$ cat src/rtl/seq_pattern_tx.sv
// Serial pattern transmitter: shifts out an up-to-8-bit pattern MSB-first, one bit per
// TICK_DIV clocks, with optional repeat separated by GAP_BITS idle bit periods.
module seq_pattern_tx #(
  parameter int unsigned TICK_DIV = 50000000,
  parameter int unsigned GAP_BITS = 1
) (
  input  logic       clk,
  input  logic       rst,
  input  logic       start,
  input  logic       stop,
  input  logic [7:0] pattern,
  input  logic [3:0] len,
  input  logic       repeat_en,
  output logic       out,
  output logic       valid,
  output logic       busy,
  output logic       done,
  output logic [1:0] state
);

  localparam int unsigned CNT_W   = (TICK_DIV > 1) ? $clog2(TICK_DIV) : 1;
  localparam int unsigned GAP_W   = 4;
  localparam int unsigned IDX_W   = 3;
  localparam int unsigned LEN_W   = 4;
  localparam int unsigned PAT_W   = 8;
  localparam logic [CNT_W-1:0] CNT_MAX = CNT_W'(TICK_DIV - 1);
  localparam logic [GAP_W-1:0] GAP_MAX = GAP_W'(GAP_BITS - 1);

  typedef enum logic [1:0] {
    IDLE   = 2'b00,
    SHIFT  = 2'b01,
    GAP    = 2'b10,
    FINISH = 2'b11
  } state_t;

  state_t             state_q, state_d;
  logic [CNT_W-1:0]   cnt_q, cnt_d;
  logic [GAP_W-1:0]   gap_q, gap_d;
  logic [IDX_W-1:0]   idx_q, idx_d;
  logic [PAT_W-1:0]   pat_q, pat_d;
  logic [LEN_W-1:0]   len_q, len_d;
  logic               out_q, out_d;
  logic               valid_q, valid_d;
  logic               busy_q, busy_d;
  logic               done_q, done_d;

  logic               bit_end;
  logic [LEN_W-1:0]   len_eff;
  logic [IDX_W-1:0]   new_top;
  logic [IDX_W-1:0]   latched_top;

  assign bit_end     = (cnt_q == CNT_MAX);
  assign len_eff     = (len > LEN_W'(8)) ? LEN_W'(8) : len;
  assign new_top     = IDX_W'(len_eff - LEN_W'(1));
  assign latched_top = IDX_W'(len_q - LEN_W'(1));

  // Next-state and registered-output values
  always_comb begin
    state_d = state_q;
    cnt_d   = cnt_q;
    gap_d   = gap_q;
    idx_d   = idx_q;
    pat_d   = pat_q;
    len_d   = len_q;
    out_d   = 1'b0;
    valid_d = 1'b0;
    done_d  = 1'b0;
    busy_d  = 1'b0;

    unique case (state_q)
      IDLE: begin
        if (start && !stop && (len != LEN_W'(0))) begin
          pat_d   = pattern;
          len_d   = len_eff;
          idx_d   = new_top;
          cnt_d   = '0;
          gap_d   = '0;
          state_d = SHIFT;
          out_d   = pattern[new_top];
          valid_d = 1'b1;
        end
      end
      SHIFT: begin
        out_d   = out_q;
        valid_d = 1'b1;
        cnt_d   = cnt_q + CNT_W'(1);
        if (bit_end) begin
          cnt_d = '0;
          if (idx_q == IDX_W'(0)) begin
            out_d   = 1'b0;
            valid_d = 1'b0;
            gap_d   = '0;
            state_d = repeat_en ? GAP : FINISH;
            done_d  = !repeat_en;
          end else begin
            idx_d = idx_q - IDX_W'(1);
            out_d = pat_q[idx_q - IDX_W'(1)];
          end
        end
      end
      GAP: begin
        cnt_d = cnt_q + CNT_W'(1);
        if (bit_end) begin
          cnt_d = '0;
          if (gap_q == GAP_MAX) begin
            state_d = SHIFT;
            idx_d   = latched_top;
            out_d   = pat_q[latched_top];
            valid_d = 1'b1;
          end else begin
            gap_d = gap_q + GAP_W'(1);
          end
        end
      end
      FINISH: begin
        state_d = IDLE;
      end
      default: begin
        state_d = IDLE;
      end
    endcase

    // Abort overrides everything outside IDLE and suppresses done
    if (stop && (state_q != IDLE)) begin
      state_d = IDLE;
      out_d   = 1'b0;
      valid_d = 1'b0;
      done_d  = 1'b0;
      cnt_d   = '0;
      gap_d   = '0;
    end

    busy_d = (state_d != IDLE);
  end

  // State and output registers
  always_ff @(posedge clk or posedge rst) begin
    if (rst) begin
      state_q <= IDLE;
      cnt_q   <= '0;
      gap_q   <= '0;
      idx_q   <= '0;
      pat_q   <= '0;
      len_q   <= '0;
      out_q   <= 1'b0;
      valid_q <= 1'b0;
      busy_q  <= 1'b0;
      done_q  <= 1'b0;
    end else begin
      state_q <= state_d;
      cnt_q   <= cnt_d;
      gap_q   <= gap_d;
      idx_q   <= idx_d;
      pat_q   <= pat_d;
      len_q   <= len_d;
      out_q   <= out_d;
      valid_q <= valid_d;
      busy_q  <= busy_d;
      done_q  <= done_d;
    end
  end

  assign out   = out_q;
  assign valid = valid_q;
  assign busy  = busy_q;
  assign done  = done_q;
  assign state = state_q;

endmodule

$ cat config.mk
export PLATFORM = sky130hd
export DESIGN_NAME = seq_pattern_tx
export DESIGN_NICKNAME = d
export VERILOG_FILES = /design/src/rtl/seq_pattern_tx.sv
export SDC_FILE = /design/constraint.sdc
export NUM_CORES = 1
export LEC_CHECK = 0
export ABC_AREA = 1
export ABC_CLOCK_PERIOD_IN_PS = 1960
export CAP_MARGIN = 15
export CORE_ASPECT_RATIO = 1.2
export CORE_MARGIN = 5
export CORE_UTILIZATION = 50
export CTS_CLUSTER_DIAMETER = 50
export CTS_CLUSTER_SIZE = 14
export DETAILED_ROUTE_END_ITERATION = 7
export GPL_TIMING_DRIVEN = 0
export MAX_ROUTING_LAYER = met4
export PLACE_DENSITY = 0.82
export SYNTH_ARGS = -nofsm -noshare
export SYNTH_HDL_FRONTEND = slang
export SYNTH_SLANG_ARGS = --single-unit
$ cat constraint.sdc
create_clock -name clk -period 1.96 [get_ports clk]
set_clock_uncertainty 0.15 [all_clocks]
set_input_delay 0.294 -clock clk [delete_from_list [all_inputs] [get_ports clk]]
set_output_delay 0.294 -clock clk [all_outputs]
set_load 0.1 [all_outputs]
* After elaboration in Yosys (flattened, before gate mapping)
Index checks and enable logic that the tools add are counted.
Storage, ports and cells: register bits 50, output and inout bits 6, word-level logic and storage cells 102, bits of input ports 17
Cells by class: order comparisons 4, muxes and demuxes 50, reductions and logical operators 19, add/sub/neg operators 5, eq/ne operators 14
Operators by type and width (count):
- $mux W26 | 3
- $pmux W26 S2 | 1
- $add A26 B1 Y26 const B | 1
- $eq A26 B26 Y1 const B | 1
- $mux W4 | 6
- $mux W1 | 20
- $mux W3 | 6
- $ne A3 B3 Y1 const B | 5
- $lt A3 B4 Y1 const B | 3
- $mux W2 | 6
- $pmux W4 S3 | 1
- $reduce_and A6 Y1 | 2
- $ne A2 B2 Y1 const B | 5
- $bmux W1 S3 | 3
- $pmux W3 S3 | 1
- $sub A3 B1 Y3 const B | 3
- $pmux W2 S4 | 1
- $reduce_bool A4 Y1 | 2
- $pmux W1 S3 | 2
- $reduce_bool A3 Y1 | 2
- $add A4 B1 Y4 const B | 1
- $eq A2 B2 Y1 const B | 2
- $gt A4 B4 Y1 const B | 1
- $logic_not A4 Y1 | 1
- other kinds (8) | 13

* Logic depth before layout (Yosys ltp)
Gate-level depths: netlist of run 1.
depth in word-level cells 8, gate-level depth with buffers 12, depth with buffers taken out 12

* Least setup slack after synthesis of run 1
Ideal clock, no wire load.
kind reg2reg, start point register state_q[1], in the netlist state[1], end point register cnt_q[20], data required time 1689 ps, arrival time 2339 ps, buffers on the path 2, period minus slack after synthesis 2610 ps, slack -650 ps, setup time 121 ps, cell stages (with the launch flop) 10, cells stage by stage dfrtp_1 inv_1 ha_1 o21ai_0 nand2_1 buf_4 buf_6 nand3_1 nor3_1 nor2_1
On the way: word-level cells in the longest chain between the ends 4, elaborated cells on any way between the ends 11, those cells by class eq/ne (3); mux (2); reduce/logical (6)
Ends and longest elaborated chain:
- from (decl) | RTL line 36 | state_t state_q, state_d;
- from (signal assigned) | RTL line 150 | state_q <= state_d;
- $eq A2 B2 Y1 (tied with other cells) | RTL line 70 | unique case (state_q)
- $reduce_or A2 Y1 (no line) / $logic_and A1 B1 Y1 (equally long branches)
- $pmux W26 S2 (tied with other cells) | RTL line 70
- $mux W26 / $reduce_and A2 Y1 (equally long branches)
- to (signal assigned) | RTL line 151 | cnt_q <= cnt_d;
- to (decl) | RTL line 37 | logic [CNT_W-1:0] cnt_q, cnt_d;
Several ways; a longest one is shown, not always the timed one. A chain may end at the register's enable or synchronous reset.

* Worst setup path in the final report of run 1
start point register cnt_q[1], end point register cnt_q[14]
On the way: word-level cells in the longest chain between the ends 4, elaborated cells on any way between the ends 5, those cells by class add/sub (1); eq/ne (1); mux (3)
Ends and longest elaborated chain:
- $add A26 B1 Y26 / $eq A26 B26 Y1 (equally long branches) | RTL line 86, 102, 52
- $mux W26 * | RTL line 87, 103
- $pmux W26 S2 * | RTL line 70
- $mux W26 * | RTL line 124 | if (stop && (state_q != IDLE)) begin
Every way passes the cells marked *; elsewhere a longest branch is shown, timed or not.

==> metrics.md, run 1 <==
| Metric | Value |
|---|---|
| Top Ports | `23` |
| CP required | `2.00 ns` |
| Cell Rows | `32` |
| Critical Path Start | `cnt_q[1]$_DFFE_PP0P_` |
| Post-route cell area | `4160 um2` |
| Outcome | `finished with violations` |
| Post-synthesis sequential area ratio | `0.374` |
| Drt wl/cell | `around 14 um` |
| Max transition margin | `0.362` |
| Worst setup margin | `-0.00486 ns` |
| Total Power | `between 4 and 5 mW` |
| Inst Count DP | `587` |
| Post-synth EDFFs | `0` |
| Number of CTS-inserted buffers | `5` |
| Ys Warns | `0` |
| Placeable Area | `6490 um2` |
| Hold slack | `0.0763 ns` |
| Area Overhead vs Synth | `24.1%` |
| Antenna Nets Post-Route | `0` |
| Tcrit/Tclk final | `1.00` |
| Clock root buffer | `clkbuf_8` |
| Worst Hold Class | `in -> async` |
| Worst VDD drop | `around 0.75 mV` |
| DR vias | `about 3300` |
| Most frequent cells in the layout | `nand2_1, inv_1, nor2_1` |
| Clk sinks | `50` |
| Initial Util | `0.516` |
| Via density | `between 5 and 6` |
| Post-Syn Area | `around 3300 um2` |
| Total GRT Usage | `0.202` |
| Setup crit end kind | `flip-flop` |
| Post-route setup TNS | `-0.00486 ns` |
| Clk buf depth | `2` |
| Fillers | `between 500 and 600` |
| Fmax achieved | `around 0.51 GHz` |
| Initial antenna violation count | `0` |
| Vias in the first global route | `between 3000 and 4000` |
| Ys flop type | `dfrtp_1` |
| Asr flop ratio synth | `1.00` |
| Power per cell area | `roughly 1100 nW/um2` |
| # DRC | `0` |
| Placer Congestion | `between 0.9 and 1` |
| Crit path DAT | `about 2 ns` |
| Die Ht | `around 100 um` |
| Synth cell types | `36` |
| Die W | `between 80 and 90 um` |
| Slew Viols, Final | `0` |
| CTS Hold Bufs | `0` |
| Most common cell after layout, fill and taps aside | `nand2_1` |
| Final setup vio count | `1` |
| Post-DP Area | `approximately 3700 um2` |
| Total grt overflow | `0` |
| H-Tree Depth | `2` |
| Mapped Nets | `~510` |
| Die area | `around 8400 um2` |
| Fin cells | `approximately 610` |
| Critical Path Source Type | `flip-flop` |
| Worst Tran Pin Value | `~0.96 ns` |
| Hpwl dp | `between 6000 and 7000 um` |
| First-pass GRT wire length | `13800 um` |
| CTS clk-pin slew, worst paths | `0.10 ns` |
| Footprint of the multi-input gates | `slightly below 2000 um2` |
| N_diodes | `0` |
| Initial DRC count | `129` |
| Final Hold Fails | `0` |
| Routed WL | `around 8600 um` |
| Critical path type | `reg -> reg` |
| Final min period | `1.96 ns` |
| CTS tree | `built` |
| Pin count of the biggest net entering global routing | `42` |
| # port buffers | `22` |
| Critical path peak fanout | `6` |
| Worst R2R Start | `cnt_q[1]$_DFFE_PP0P_` |
| Syn Inst Count | `roughly 480` |
| FF+latch area | `about 1300 um2` |
| Syn_area_per_cell | `between 6 and 7 um2` |
| TritonRoute pass-1 iters | `5` |
| FF-to-FF setup slack | `-0.005 ns` |
| Layout cells sized above 1 | `0.214` |
| Violated checks | `negative setup slack` |
| #FFs+latches synth | `50` |
| Max cap viols | `0` |
| Worst-Skew Late Latency | `0.30 ns` |
| Leak | `between 1.5 and 2 nW` |
| RSZ-0062 raised after global routing | `yes` |
| Number of cells on the worst reg-to-reg path | `11` |
| Reg2reg end | `cnt_q[14]$_DFFE_PP0P_` |
| Final #Nets | `554` |
[per-stage QoR]
step	setup WS, ns	utilization
global route	-0.0641	0.641
detailed placement	-0.341	0.574
finish	-0.00486	0.641
floorplan	-0.128	-
global placement	-0.848	0.571
CTS	0.0134	0.593
[registers in the layout, indices dropped and copies added (netlist names)]
signal / flops
valid: 1
out: 1
idx_q: 3
state: 2
gap_q: 4
done: 1
pat_q: 8
busy: 1
len_q: 3
cnt_q: 26
[worst max path at each step]
| stage | cells past startpoint | to | slack (ns) |
|---|---|---|---|
| after floorplan | 9 | cnt_q[20]$_DFFE_PP0P_ | -0.13 |
| after global placement | 2 | state[1]$_DFF_PP0_ | -0.85 |
| after detailed placement | 11 | out$_DFFE_PP0N_ | -0.34 |
| after CTS | 8 | cnt_q[24]$_DFFE_PP0P_ | 0.01 |
| after global routing | 11 | cnt_q[14]$_DFFE_PP0P_ | -0.06 |
| final | 11 | cnt_q[14]$_DFFE_PP0P_ | -0.005 |
[worst max-delay path, stage by stage, from the launching register on]
cell	delay [ns]
dfrtp_1	0.42
ha_4	0.18
nand2_4	0.07
nor2_4	0.14
nand2_4	0.07
nor2_4	0.23
nand2_4	0.10
nand2_4	0.08
nand2_4	0.08
clkbuf_16	0.17
o21ai_4	0.07
a2bb2oi_2	0.08
[synth_stat cells (5+ instances only)]
| master | count | share of area |
|---|---|---|
| a21oi_1 | 20 | 0.030 |
| dfrtp_1 | 50 | 0.37 |
| ha_1 | 12 | 0.045 |
| inv_1 | 68 | 0.076 |
| inv_2 | 7 | 0.0078 |
| nand2_1 | 113 | 0.13 |
| nand2_2 | 8 | 0.015 |
| nand3_1 | 39 | 0.058 |
| nand4_1 | 9 | 0.017 |
| nor2_1 | 57 | 0.064 |
| nor2_2 | 5 | 0.0093 |
| nor3_1 | 18 | 0.027 |
| o211ai_1 | 6 | 0.013 |
| o21ai_0 | 23 | 0.034 |
| o21ai_1 | 11 | 0.016 |
| xor2_1 | 5 | 0.013 |
[power by group]
part           leakage [nW]  total (mW)  internal [mW]  switching [mW]
logic                  1.29        2.41          0.877            1.53
clock network        0.0431       0.618          0.274           0.344
registers             0.669        1.40           1.22           0.176
total                  2.00        4.42           2.37            2.05
[what timing repair did]
item,4_1_cts,5_1_grt
pin swaps,1,14
endpoints found under the setup margin,16,36
gates resized for setup,20,50
buffers inserted,2,12
gates cloned,0,2
endpoints found under the hold margin,0,0
[layer usage]
metal / global-route usage / vias to the layer above / wire, um
li1: - / 1627 / -
met4: 0.0524 / 0 / 120
met3: 0.0282 / 12 / 431
met1: 0.242 / 1558 / 3510
met5: - / - / 0
met2: 0.356 / 95 / 4520
[area by class of cell]
type	count	share of cell area
buffer	6	0.0139
clock buffer	6	0.0199
inverter	76	0.0696
multi-input combinational	347	0.478
sequential	50	0.302
tap	85	0.0256
timing repair buffer	39	0.0915
[cells by family after synthesis]
kind of cell	share of synthesized area
XOR/XNOR	0.0183
buffers and inverters	0.0982
AND/OR/NAND/NOR	0.353
adder cells (fa/ha/maj)	0.0448
flip-flops	0.374
AO/OA/AOI/OAI	0.112
(Power assumes the default switching activity.)
==> run 2: changes to the inputs <==
--- a/config.mk
+++ b/config.mk
@@ -6,7 +6,6 @@
 export NUM_CORES = 1
 export LEC_CHECK = 0
 export ABC_AREA = 1
-export ABC_CLOCK_PERIOD_IN_PS = 1960
 export CAP_MARGIN = 15
 export CORE_ASPECT_RATIO = 1.2
 export CORE_MARGIN = 5
==> results of run 2 <==
Same layout as run 1: the final DEF is identical, and so are final timing and power.
